--- src/rtl/twiddle_gen.sv ---
`default_nettype none
// ============================================================================
// Module      : twiddle_gen
// Description : Fills the FFT twiddle-factor RAM. For k = 0..NFFT/2-1 it forms
//               the angle beta_k = -2*pi*k/NFFT (sign-magnitude), runs one
//               cossin_cordic transaction and writes cos/sin to address k.
// Revision    : 1.0 - initial release
// ----------------------------------------------------------------------------
// Ports
//   clk          in   clock
//   rst          in   asynchronous reset, active-low
//   start        in   one-cycle request to (re)generate the table (IDLE only)
//   busy         out  high while a table generation is in progress
//   done         out  one-cycle pulse at completion or timeout abort
//   err          out  sticky cordic timeout flag, cleared on accepted start
//   startcossin  out  one-cycle start pulse to cossin_cordic
//   beta         out  angle to cossin_cordic, stable from pulse to WRITE
//   cos_in       in   cos result from cossin_cordic
//   sin_in       in   sin result from cossin_cordic
//   donecossin   in   cossin_cordic done level (low while busy)
//   tw_we        out  twiddle RAM write enable pulse
//   tw_addr      out  twiddle RAM write address (k)
//   tw_cos       out  twiddle RAM write data, cos
//   tw_sin       out  twiddle RAM write data, sin
// ============================================================================
module twiddle_gen #(
   parameter int N         = 32,
   parameter int Q         = 16,
   parameter int NFFT      = 512,
   parameter int LOG2_NFFT = 9,
   parameter int STEP      = 804,
   parameter int TMO       = 15
) (
   input  logic                   clk,
   input  logic                   rst,
   input  logic                   start,
   output logic                   busy,
   output logic                   done,
   output logic                   err,
   output logic                   startcossin,
   output logic [N-1:0]           beta,
   input  logic [N-1:0]           cos_in,
   input  logic [N-1:0]           sin_in,
   input  logic                   donecossin,
   output logic                   tw_we,
   output logic [LOG2_NFFT-2:0]   tw_addr,
   output logic [N-1:0]           tw_cos,
   output logic [N-1:0]           tw_sin
);

   localparam int c_KW = LOG2_NFFT - 1;
   localparam int c_TW = (TMO < 1) ? 1 : $clog2(TMO + 1);

   localparam logic [c_KW-1:0] c_KLAST = c_KW'(NFFT / 2 - 1);
   localparam logic [c_TW-1:0] c_TMO   = c_TW'(TMO);
   localparam logic [N-2:0]    c_STEP  = (N - 1)'(STEP);

   // Parameter sanity: the table needs at least two entries, NFFT must match
   // LOG2_NFFT, and the fraction must leave room for sign and integer bits.
   if (NFFT < 4 || (1 << LOG2_NFFT) != NFFT || Q >= N - 1) begin : g_param_check
      $error("twiddle_gen: inconsistent NFFT/LOG2_NFFT/Q parameters");
   end

   typedef enum logic [2:0] {
      S_IDLE   = 3'd0,
      S_SET    = 3'd1,
      S_PULSE  = 3'd2,
      S_WLOW   = 3'd3,
      S_WHIGH  = 3'd4,
      S_WRITE  = 3'd5,
      S_NEXT   = 3'd6,
      S_FINISH = 3'd7
   } state_t;

   state_t            r_state, w_state_nxt;
   logic [c_KW-1:0]   r_k, w_k_nxt;
   logic [N-2:0]      r_mag, w_mag_nxt;       // k*STEP, accumulated
   logic [c_TW-1:0]   r_tmr, w_tmr_nxt;       // per-edge timeout counter
   logic              r_err, w_err_nxt;
   logic [N-1:0]      r_beta, w_beta_nxt;
   logic [N-1:0]      r_tw_cos, w_tw_cos_nxt;
   logic [N-1:0]      r_tw_sin, w_tw_sin_nxt;

   always_ff @(posedge clk or negedge rst) begin
      if (!rst) begin
         r_state  <= S_IDLE;
         r_k      <= '0;
         r_mag    <= '0;
         r_tmr    <= '0;
         r_err    <= 1'b0;
         r_beta   <= '0;
         r_tw_cos <= '0;
         r_tw_sin <= '0;
      end else begin
         r_state  <= w_state_nxt;
         r_k      <= w_k_nxt;
         r_mag    <= w_mag_nxt;
         r_tmr    <= w_tmr_nxt;
         r_err    <= w_err_nxt;
         r_beta   <= w_beta_nxt;
         r_tw_cos <= w_tw_cos_nxt;
         r_tw_sin <= w_tw_sin_nxt;
      end
   end

   always_comb begin
      w_state_nxt  = r_state;
      w_k_nxt      = r_k;
      w_mag_nxt    = r_mag;
      w_tmr_nxt    = r_tmr;
      w_err_nxt    = r_err;
      w_beta_nxt   = r_beta;
      w_tw_cos_nxt = r_tw_cos;
      w_tw_sin_nxt = r_tw_sin;

      case (r_state)
         S_IDLE: begin
            if (start) begin
               w_k_nxt     = '0;
               w_mag_nxt   = '0;
               w_err_nxt   = 1'b0;
               w_state_nxt = S_SET;
            end
         end
         S_SET: begin
            // Angle zero is encoded as +0; there is no negative zero.
            w_beta_nxt  = (r_k == '0) ? '0 : {1'b1, r_mag};
            w_state_nxt = S_PULSE;
         end
         S_PULSE: begin
            w_tmr_nxt   = '0;
            w_state_nxt = S_WLOW;
         end
         S_WLOW: begin
            // The falling edge must be seen before results are trusted, so
            // a still-high level from the previous transaction is not taken.
            if (!donecossin) begin
               w_tmr_nxt   = '0;
               w_state_nxt = S_WHIGH;
            end else if (r_tmr == c_TMO) begin
               w_err_nxt   = 1'b1;
               w_state_nxt = S_FINISH;
            end else begin
               w_tmr_nxt   = r_tmr + 1'b1;
            end
         end
         S_WHIGH: begin
            if (donecossin) begin
               w_tw_cos_nxt = cos_in;
               w_tw_sin_nxt = sin_in;
               w_state_nxt  = S_WRITE;
            end else if (r_tmr == c_TMO) begin
               w_err_nxt   = 1'b1;
               w_state_nxt = S_FINISH;
            end else begin
               w_tmr_nxt   = r_tmr + 1'b1;
            end
         end
         S_WRITE: begin
            w_state_nxt = S_NEXT;
         end
         S_NEXT: begin
            if (r_k == c_KLAST) begin
               w_state_nxt = S_FINISH;
            end else begin
               w_k_nxt     = r_k + 1'b1;
               w_mag_nxt   = r_mag + c_STEP;
               w_state_nxt = S_SET;
            end
         end
         S_FINISH: begin
            w_state_nxt = S_IDLE;
         end
         default: begin
            w_state_nxt = S_IDLE;
         end
      endcase
   end

   // Pulse outputs decode straight from the state register so that an
   // asynchronous reset clears them in the same cycle.
   always_comb begin
      busy        = (r_state != S_IDLE) && (r_state != S_FINISH);
      done        = (r_state == S_FINISH);
      startcossin = (r_state == S_PULSE);
      tw_we       = (r_state == S_WRITE);
   end

   assign err     = r_err;
   assign beta    = r_beta;
   assign tw_addr = r_k;
   assign tw_cos  = r_tw_cos;
   assign tw_sin  = r_tw_sin;

endmodule
`default_nettype wire

--- config.mk ---
export PLATFORM = sky130hd
export DESIGN_NAME = twiddle_gen
export DESIGN_NICKNAME = d
export VERILOG_FILES = /design/src/rtl/twiddle_gen.sv
export SDC_FILE = /design/constraint.sdc
export NUM_CORES = 1
export LEC_CHECK = 0
export ABC_AREA = 1
export ABC_CLOCK_PERIOD_IN_PS = 3400
export CAP_MARGIN = 20
export CORE_ASPECT_RATIO = 1.4
export CORE_UTILIZATION = 52
export CTS_CLUSTER_SIZE = 28
export DETAILED_ROUTE_END_ITERATION = 12
export PLACE_DENSITY_LB_ADDON = 0.08
export SLEW_MARGIN = 40
export SYNTH_ARGS = -nofsm -noshare
export SYNTH_HDL_FRONTEND = slang
export SYNTH_SLANG_ARGS = --single-unit
--- constraint.sdc ---
create_clock -name clk -period 3.4 [get_ports clk]
set_input_delay 0.68 -clock clk [delete_from_list [all_inputs] [get_ports clk]]
set_output_delay 0.68 -clock clk [all_outputs]
set_load 0.01 [all_outputs]
; ---- Word level (Yosys, flattened, before mapping)
; Cells that the tools add are included.
; Widths: inputs -> output; s select.
[word_totals]
ff_bits = 143
inputBits = 68
output_inout_bits = 109
word_cells = 58
[classes]
add_sub_neg = 3
n_eq_ne = 14
mux = 22
reduce_logical = 11
[ops]
columns = op, count
row1 = $mux 31, 2
row2 = $pmux 31 s2, 1
row3 = $mux 32, 1
row4 = $add 31x10->31 const B, 1
row5 = $pmux 3 s8, 1
row6 = $mux 8, 2
row7 = $pmux 8 s2, 1
row8 = $mux 3, 5
row9 = $eq 3x3->1 const B, 4
row10 = $mux 4, 3
row11 = $pmux 4 s3, 1
row12 = $reduce_bool 3->1, 3
row13 = $add 8x1->8 const B, 1
row14 = $eq 8x8->1 const B, 1
row15 = $logic_not 8->1, 1
row16 = $ne 2x2->1 const B, 4
row17 = $eq 3x2->1 const B, 2
row18 = $add 4x1->4 const B, 1
row19 = $eq 4x4->1 const B, 1
row20 = $mux 1, 4
row21 = $reduce_and 2->1, 2
row22 = $reduce_and 4->1, 1
row23 = $eq 3x1->1 const B, 1
row24 = $logic_not 3->1, 1
row25 = 5 further kinds, 5

; ---- Logic depth before layout (Yosys ltp)
; Gate-level depths: netlist (run 1).
[depth]
word_depth = 4
depth_mapped = 12
mapped_depth_nobuf = 12

; ---- Least setup slack after synthesis (run 1)
; Ideal clock, no wire load.
[synth_path]
path_type = register to register
startpoint = register r_k[0], in the netlist tw_addr[0]
endpoint = register r_mag[15]
setup_ps = 119
arrival_ps = 1525
t_required_ps = 3281
path_slack_ps = 1756
stages_incl_launch_ff = 10
n_path_buf = 2
period_less_slack_ps = 1644
cell_sequence = dfrtp_1 > ha_1 > nand2_1 > nor2_1 > nand3_4 > nor2b_4 > buf_6 > buf_6 > a21oi_1 > nor2_1
[synth_via]
elab_chain_len = 3
[synth_lines]
columns = element, line
row1 = start: declaration, 76  ; logic [c_KW-1:0] r_k, w_k_nxt;
row2 = start signal: assignment, 96  ; r_k <= w_k_nxt;
row3 = $eq 8x8->1, 163  ; if (r_k == c_KLAST) begin
row4 = $ne 2x2->1 (no line), n/a
row5 = $reduce_and 3->1 (no line), n/a
row6 = end signal: assignment, 97  ; r_mag <= w_mag_nxt;
row7 = end: declaration, 77  ; logic [N-2:0] r_mag, w_mag_nxt;
; No other way between the ends.
; A chain may end at the register's enable or synchronous reset.

; ---- Worst setup path after layout (run 1)
[layout_path]
startpoint = register r_state[2]
endpoint = output port busy
[layout_via]
elab_chain_len = 2
elab_cells_between_ends = 3
classes_between = eq/ne: 1 / reduce/logical: 2
[layout_lines]
columns = element, line
row1 = start: declaration, 75  ; state_t r_state, w_state_nxt;
row2 = start signal: assignment, 95  ; r_state <= w_state_nxt;
row3 = $ne 3x3->1 / $reduce_bool 3->1 (equally long branches), 183  ; busy = (r_state != S_IDLE) && (r_state != S_FINISH);
row4 = $logic_and 1x1->1 (*), 183
row5 = end: declaration, 37  ; output logic busy,
; Mark *: on every way between the ends. The rest lies on a longest branch, timed or not.

==> metrics, run 1 <==
status=finished clean; global routing met3 resource utilization=0.09703; # Max-Cap Violations=0; Mapped Cells=790; CP required=2720 ps; die width=95.64 um; Die Y=133.1 um; DRT antenna net count=0; Iter 0 DRT Violations=243; row count=47; share of layout cells above drive strength 1=0.06166; crit path cell chain=inv_1 -> nor2_1 -> a21oi_1 -> clkdlybuf4s50_1; vias=5,876; detailed placement HPWL=11.92 mm; root buf cell=clkbuf_16; drt via density=5.246; CTS resizes=0; number of global-route vias before repair=5,936; Initial DRT Pass Iterations=5; commonest non-fill, non-tap cell in the layout=nand2_1; RSZ-0062 raised after global routing=false; GR peak layer=met2; Leak=4.212 nW; largest net degree at the start of global routing=82; core footprint=11,880 um^2; post-synth top area cell=dfrtp_1; max_slew headroom=0.4833; crit start category=flip-flop; GR Overflow Total=0; post-cts hold buffer count=0; # clock sinks=140; n_diodes=0; sequential element share of the synthesized area=0.5488; htree depth=4; Worst VDD drop=593.4 uV; worst stage delay on the critical path=590 ps; Synth area leaders=dfrtp_1 (55%), nand2_1 (20%), nor2_1 (4.0%), inv_1 (3.2%), nand3_1 (3.1%); Multi-input gate area=2487 um^2; worst skew pair latency=430 ps; fillers=870; Routed Wire Length=16.96 mm; Overall Global Routing Usage=0.2851; Longest Clk Path Bufs=2; Port Buffers=176; syn_area_per_cell=8.081 um^2; Placer Congestion=0.8856; Reg2Reg Depth=9; postcts setup bufs=0; grt met2 use=0.4841; Num CTS Buffers=17; mapped cell area=6384 um^2; I/O pins=177; Final min period=2568 ps; area of the die=12,730 um^2; Starting Density=0.5374; R2R Path Start=tw_addr[0]; Clk pin slew, worst setup/hold paths=60 ps; maximum clock frequency=0.3894 GHz; Setup Skew=9.533 ps; Final Setup Violations=0; Synth top area share=0.5488; fin nets=1,032; Tcrit/Tclk final=0.7553; Setup CP Type=reg -> out; first-pass GRT wire length=27.95 mm; synthesized net count=862; Layout Utilization=0.7440; met1 Use GR=0.3194; Routed wire per std cell=15.14 um; Reg-to-Reg End=r_mag[17]; Hold Path Class=in -> async; Yosys reg bits=140; post-synthesis cell type count=35; CTS tree=yes; drt drc=0; FF+latch area=3503 um^2; Area Growth Syn to Fin=38.46%; most frequent cells in the layout=nand2_1 (338), clkdlybuf4s50_1 (175), dfrtp_1 (140); crit end category=output pin; Fin Setup TNS=0 ps; CP max stage cell=clkdlybuf4s50_1; Synthesis Warnings=0; initial antenna violation count=0; PD cells=753.4 nW/um^2; Crit Path Max Fanout=8; WP data arrival=1890 ps; final-report hold violation count=0; max-slew violations=0; Slew @ Worst Pin=773.4 ps; flop2flop setup slack=1230 ps
## worst max path at each step
stage | start | to | slack (ps) | depth (start not counted)
after floorplan | tw_addr[0] | r_mag[15] | 1760 | 9
after global placement | start | r_mag[17] | 960 | 9
after detailed placement | start | r_mag[17] | 900 | 9
after CTS | r_state[2] | busy | 820 | 4
after global routing | r_state[2] | done | 750 | 3
final | r_state[2] | busy | 830 | 4
## critical path: cells and delay by family, from the launching register on
family | cells | cell delay, ps
buf+inv | 2 | 770
flops | 1 | 480
compound gates | 1 | 120
simple gates | 1 | 90
## metal layers
layer	vias to the layer above	share of wire
li1	2817	-
met3	48	0.071
met1	2777	0.38
met4	0	0.031
met2	234	0.52
met5	-	0
## report_power, final
group | switching [W] | internal, W | total, W | leakage [nW]
sequential | 0.000289 | 0.00209 | 0.00238 | 1.85
clock | 0.000744 | 0.00120 | 0.00194 | 0.293
combinational | 0.00128 | 0.00105 | 0.00233 | 2.07
total | 0.00231 | 0.00435 | 0.00666 | 4.21
## stage by stage
step	hold WS, ps	std cells	power, W	cell area [um^2]	setup slack (ps)
CTS	323.9	1120	0.006692	8838	815.9
floorplan	384.4	790	0.003587	6384	1756
global route	362.1	1120	0.007025	8838	746.7
finish	304.1	1120	0.006659	8838	832.1
detailed placement	458.0	1088	0.004726	8220	899.5
global placement	453.1	1088	0.004633	8220	961.9
## cells by family after synthesis
| family | count (synthesis) | share of synthesized area |
|---|---|---|
| and+or+nand+nor | 477 | 0.3046 |
| AOI/OAI and AO/OA | 72 | 0.06762 |
| DFF | 140 | 0.5488 |
| muxes | 1 | 0.001568 |
| buffers and inverters | 91 | 0.06272 |
| adders and majority gates | 4 | 0.007840 |
| xor gates and xnor gates | 5 | 0.006860 |
## cell type report
cell class	instances	area share
clock inverters	12	0.01826
inverters	60	0.02548
multi-input cells	559	0.2814
repair buffers	182	0.2060
well taps	147	0.02081
flip-flops and latches	140	0.3964
clock buffers	20	0.05167
## cell usage after synthesis
cell	n
a21oi_1	10
a21oi_2	2
a22o_1	10
a41oi_1	1
and2_1	1
buf_1	1
buf_2	20
buf_4	1
buf_6	4
clkbuf_1	5
clkinv_1	1
dfrtp_1	140
ha_1	4
inv_1	55
inv_2	4
mux2i_1	1
nand2_1	338
nand2_2	2
nand3_1	39
nand3_4	2
nand3b_1	1
nand4_1	13
nor2_1	68
nor2_2	4
nor2b_4	1
nor3_1	5
o2111ai_1	1
o21a_1	1
o21ai_0	32
o21ai_1	7
o21ai_2	1
o22ai_1	4
o31ai_1	3
or2_2	3
xor2_1	5
## flip-flops by register name (all words and copies together) (netlist names)
register,cells
tw_addr,8
tw_cos,32
beta,31
tw_sin,32
r_state,3
err,1
r_tmr,4
r_mag,29
Power figures use the tool's default switching activity.
==> inputs of run 2 (changes only) <==
--- a/config.mk
+++ b/config.mk
@@ -6,10 +6,10 @@
 export NUM_CORES = 1
 export LEC_CHECK = 0
 export ABC_AREA = 1
-export ABC_CLOCK_PERIOD_IN_PS = 3400
+export ABC_CLOCK_PERIOD_IN_PS = 2200
 export CAP_MARGIN = 20
 export CORE_ASPECT_RATIO = 1.4
-export CORE_UTILIZATION = 52
+export CORE_UTILIZATION = 44
 export CTS_CLUSTER_SIZE = 28
 export DETAILED_ROUTE_END_ITERATION = 12
 export PLACE_DENSITY_LB_ADDON = 0.08
==> constraint.sdc (replaced) <==
create_clock -name clk -period 2.2 [get_ports clk]
set_input_delay 0.44 -clock clk [delete_from_list [all_inputs] [get_ports clk]]
set_output_delay 0.44 -clock clk [all_outputs]
set_load 0.01 [all_outputs]
==> run 2 against run 1 <==
Net effect: the run now ends with hold timing left; clock skew down 1.6 ps; clock power rose by 46%; flip-flop and latch count did not move; via count is 0.32% higher; sequential power increased by 55%; first-iteration DRC count rose by 30%; final area up 1.1%; utilization is 11 points lower; critical path type unchanged; largest power group unchanged.
==> metrics, run 2 (synthesized netlist as in run 1, its figures left out) <==
status=finished, violations left; failing checks=hold timing; Initial DRT Pass Iterations=5; crit path cell chain=inv_1 -> nand2_1 -> nor2_1 -> dlygate4sd2_1; Setup CP Type=reg -> out; Final min period=2010 ps; worst stage delay on the critical path=430 ps; Die Y=144.5 um; Pint=0.006671 W; Worst VDD drop=704.3 uV; Slew @ Worst Pin=621.2 ps; Placer Congestion=0.9402; Cell Count, Final, Fillers Out=1,164; CTS tree=yes; Setup Skew=7.958 ps; fillers=1,226; Overall Global Routing Usage=0.2349; fin nets=1,038; Starting Density=0.4547; detailed placement HPWL=12.01 mm; I/O pins=177; area of the die=15,000 um^2; Leak=4.241 nW; CTS resizes=6; Fin Setup TNS=0 ps; die width=103.8 um; sw frac=0.3475; row count=51; CP max stage cell=dfrtp_1; Min Hold Slack=-4.245 ps; DRT antenna net count=0; maximum clock frequency=0.4975 GHz; Final Setup Violations=0; htree depth=4; drt drc=0; Tcrit/Tclk final=0.9137; WP data arrival=1570 ps; clock share of power=0.278; initial antenna violation count=0; CP required=1760 ps; first-pass GRT wire length=28.17 mm; most frequent cells in the layout=nand2_1 (338), clkdlybuf4s50_1 (171), dfrtp_1 (138); # Max-Cap Violations=0; drt via density=5.064; max_slew headroom=0.5859; crit end category=output pin; PD cells=1145 nW/um^2; Crit Path Max Fanout=5; Hold Path Class=in -> async; Routed wire per std cell=14.49 um; RSZ-0062 raised after global routing=false; Reg power frac=0.362; max-slew violations=0; worst path buffer plus inverter count=2; Port Buffers=176; post-cts hold buffer count=0; Clk pin slew, worst setup/hold paths=60 ps; vias=5,895; Num CTS Buffers=17; largest net degree at the start of global routing=64; Routed Wire Length=16.87 mm; core footprint=14,040 um^2; postcts setup bufs=0; final-report hold violation count=2; crit start category=flip-flop; # clock sinks=140; commonest non-fill, non-tap cell in the layout=nand2_1; worst skew pair latency=410 ps; switching pwr=0.003552 W; Inst Count DP=1,132; share of layout cells above drive strength 1=0.06946; GR Overflow Total=0; Comb pwr share=0.360; Iter 0 DRT Violations=315; number of global-route vias before repair=6,052; root buf cell=clkbuf_16; Area Growth Syn to Fin=39.93%; crit-path leading delay family=buffers and inverters; Longest Clk Path Bufs=2; n_diodes=0
[run 2: cell count changes in the layout (fill, tap and decap cells not counted), sizes merged]
cell / delta
buf: +6
bufinv: -1
clkbuf: -1
clkdlybuf4s50: -4
clkinv: -2
clkinvlp: +3
dlygate4sd2: +4
inv: +1
[run 2: layout make-up]
type                            count  area (um^2)  area share
Sequential cell                   140         3506      0.3925
Multi-Input combinational cell    559         2487      0.2785
Timing Repair Buffer              188         1898      0.2125
Clock buffer                       19        442.9     0.04959
Tap cell                          185        231.5     0.02591
Inverter                           60        225.2     0.02521
Clock inverter                     13        141.4     0.01583
[run 2: worst paths after layout]
path                                  from     endpoint  slack (ps)  cells after the start
worst min-delay path                   rst      beta[3]          -4                      1
max in group asynchronous              rst   tw_cos[15]        1520                      2
min in group clk                tw_cos[15]   tw_cos[15]         470                      2
worst min register to register  tw_cos[15]   tw_cos[15]         470                      2
worst max-delay path            r_state[0]  startcossin         190                      4
worst max register to register    r_mag[2]    r_mag[20]         240                     12
[run 2: routing by layer]
metal  up-vias  part of all wire  global-route usage
met2       235              0.51              0.4196
met5         -                 0                   0
met3        49             0.066             0.06489
met4         0             0.036              0.1203
li1       2839                 -                   -
met1      2772              0.39              0.2559
[run 2: power by group through the flow]
stage / Sequential, W / Clock, W / Combinational [W]
after floorplan: 0.00392 / 0 / 0.00162
after global placement: 0.00369 / 0 / 0.00364
after detailed placement: 0.00371 / 0 / 0.00373
after CTS: 0.00370 / 0.00290 / 0.00371
after global routing: 0.00379 / 0.00301 / 0.00406
final: 0.00370 / 0.00284 / 0.00368
[run 2: stage by stage]
| stage | util | hold WS (ps) | instance area, um^2 | power (W) | setup slack [ps] |
|---|---|---|---|---|---|
| floorplan | - | 144.4 | 6384 | 0.005544 | 556.4 |
| global placement | 0.5948 | 452.7 | 8351 | 0.007323 | 265.9 |
| detailed placement | 0.5948 | 457.4 | 8351 | 0.007440 | 224.4 |
| CTS | 0.6363 | 29.78 | 8932 | 0.01031 | 194.5 |
| global route | 0.6363 | 51.96 | 8932 | 0.01086 | 9.560 |
| finish | 0.6363 | -4.245 | 8932 | 0.01022 | 189.9 |
[run 2: worst register-to-register path, delay by kind of cell, from the launching register on]
kind,cells,cell delay [ps]
and+or+nand+nor,9,1060
DFF,1,410
adders and majority gates,1,230
buffers and inverters,2,160
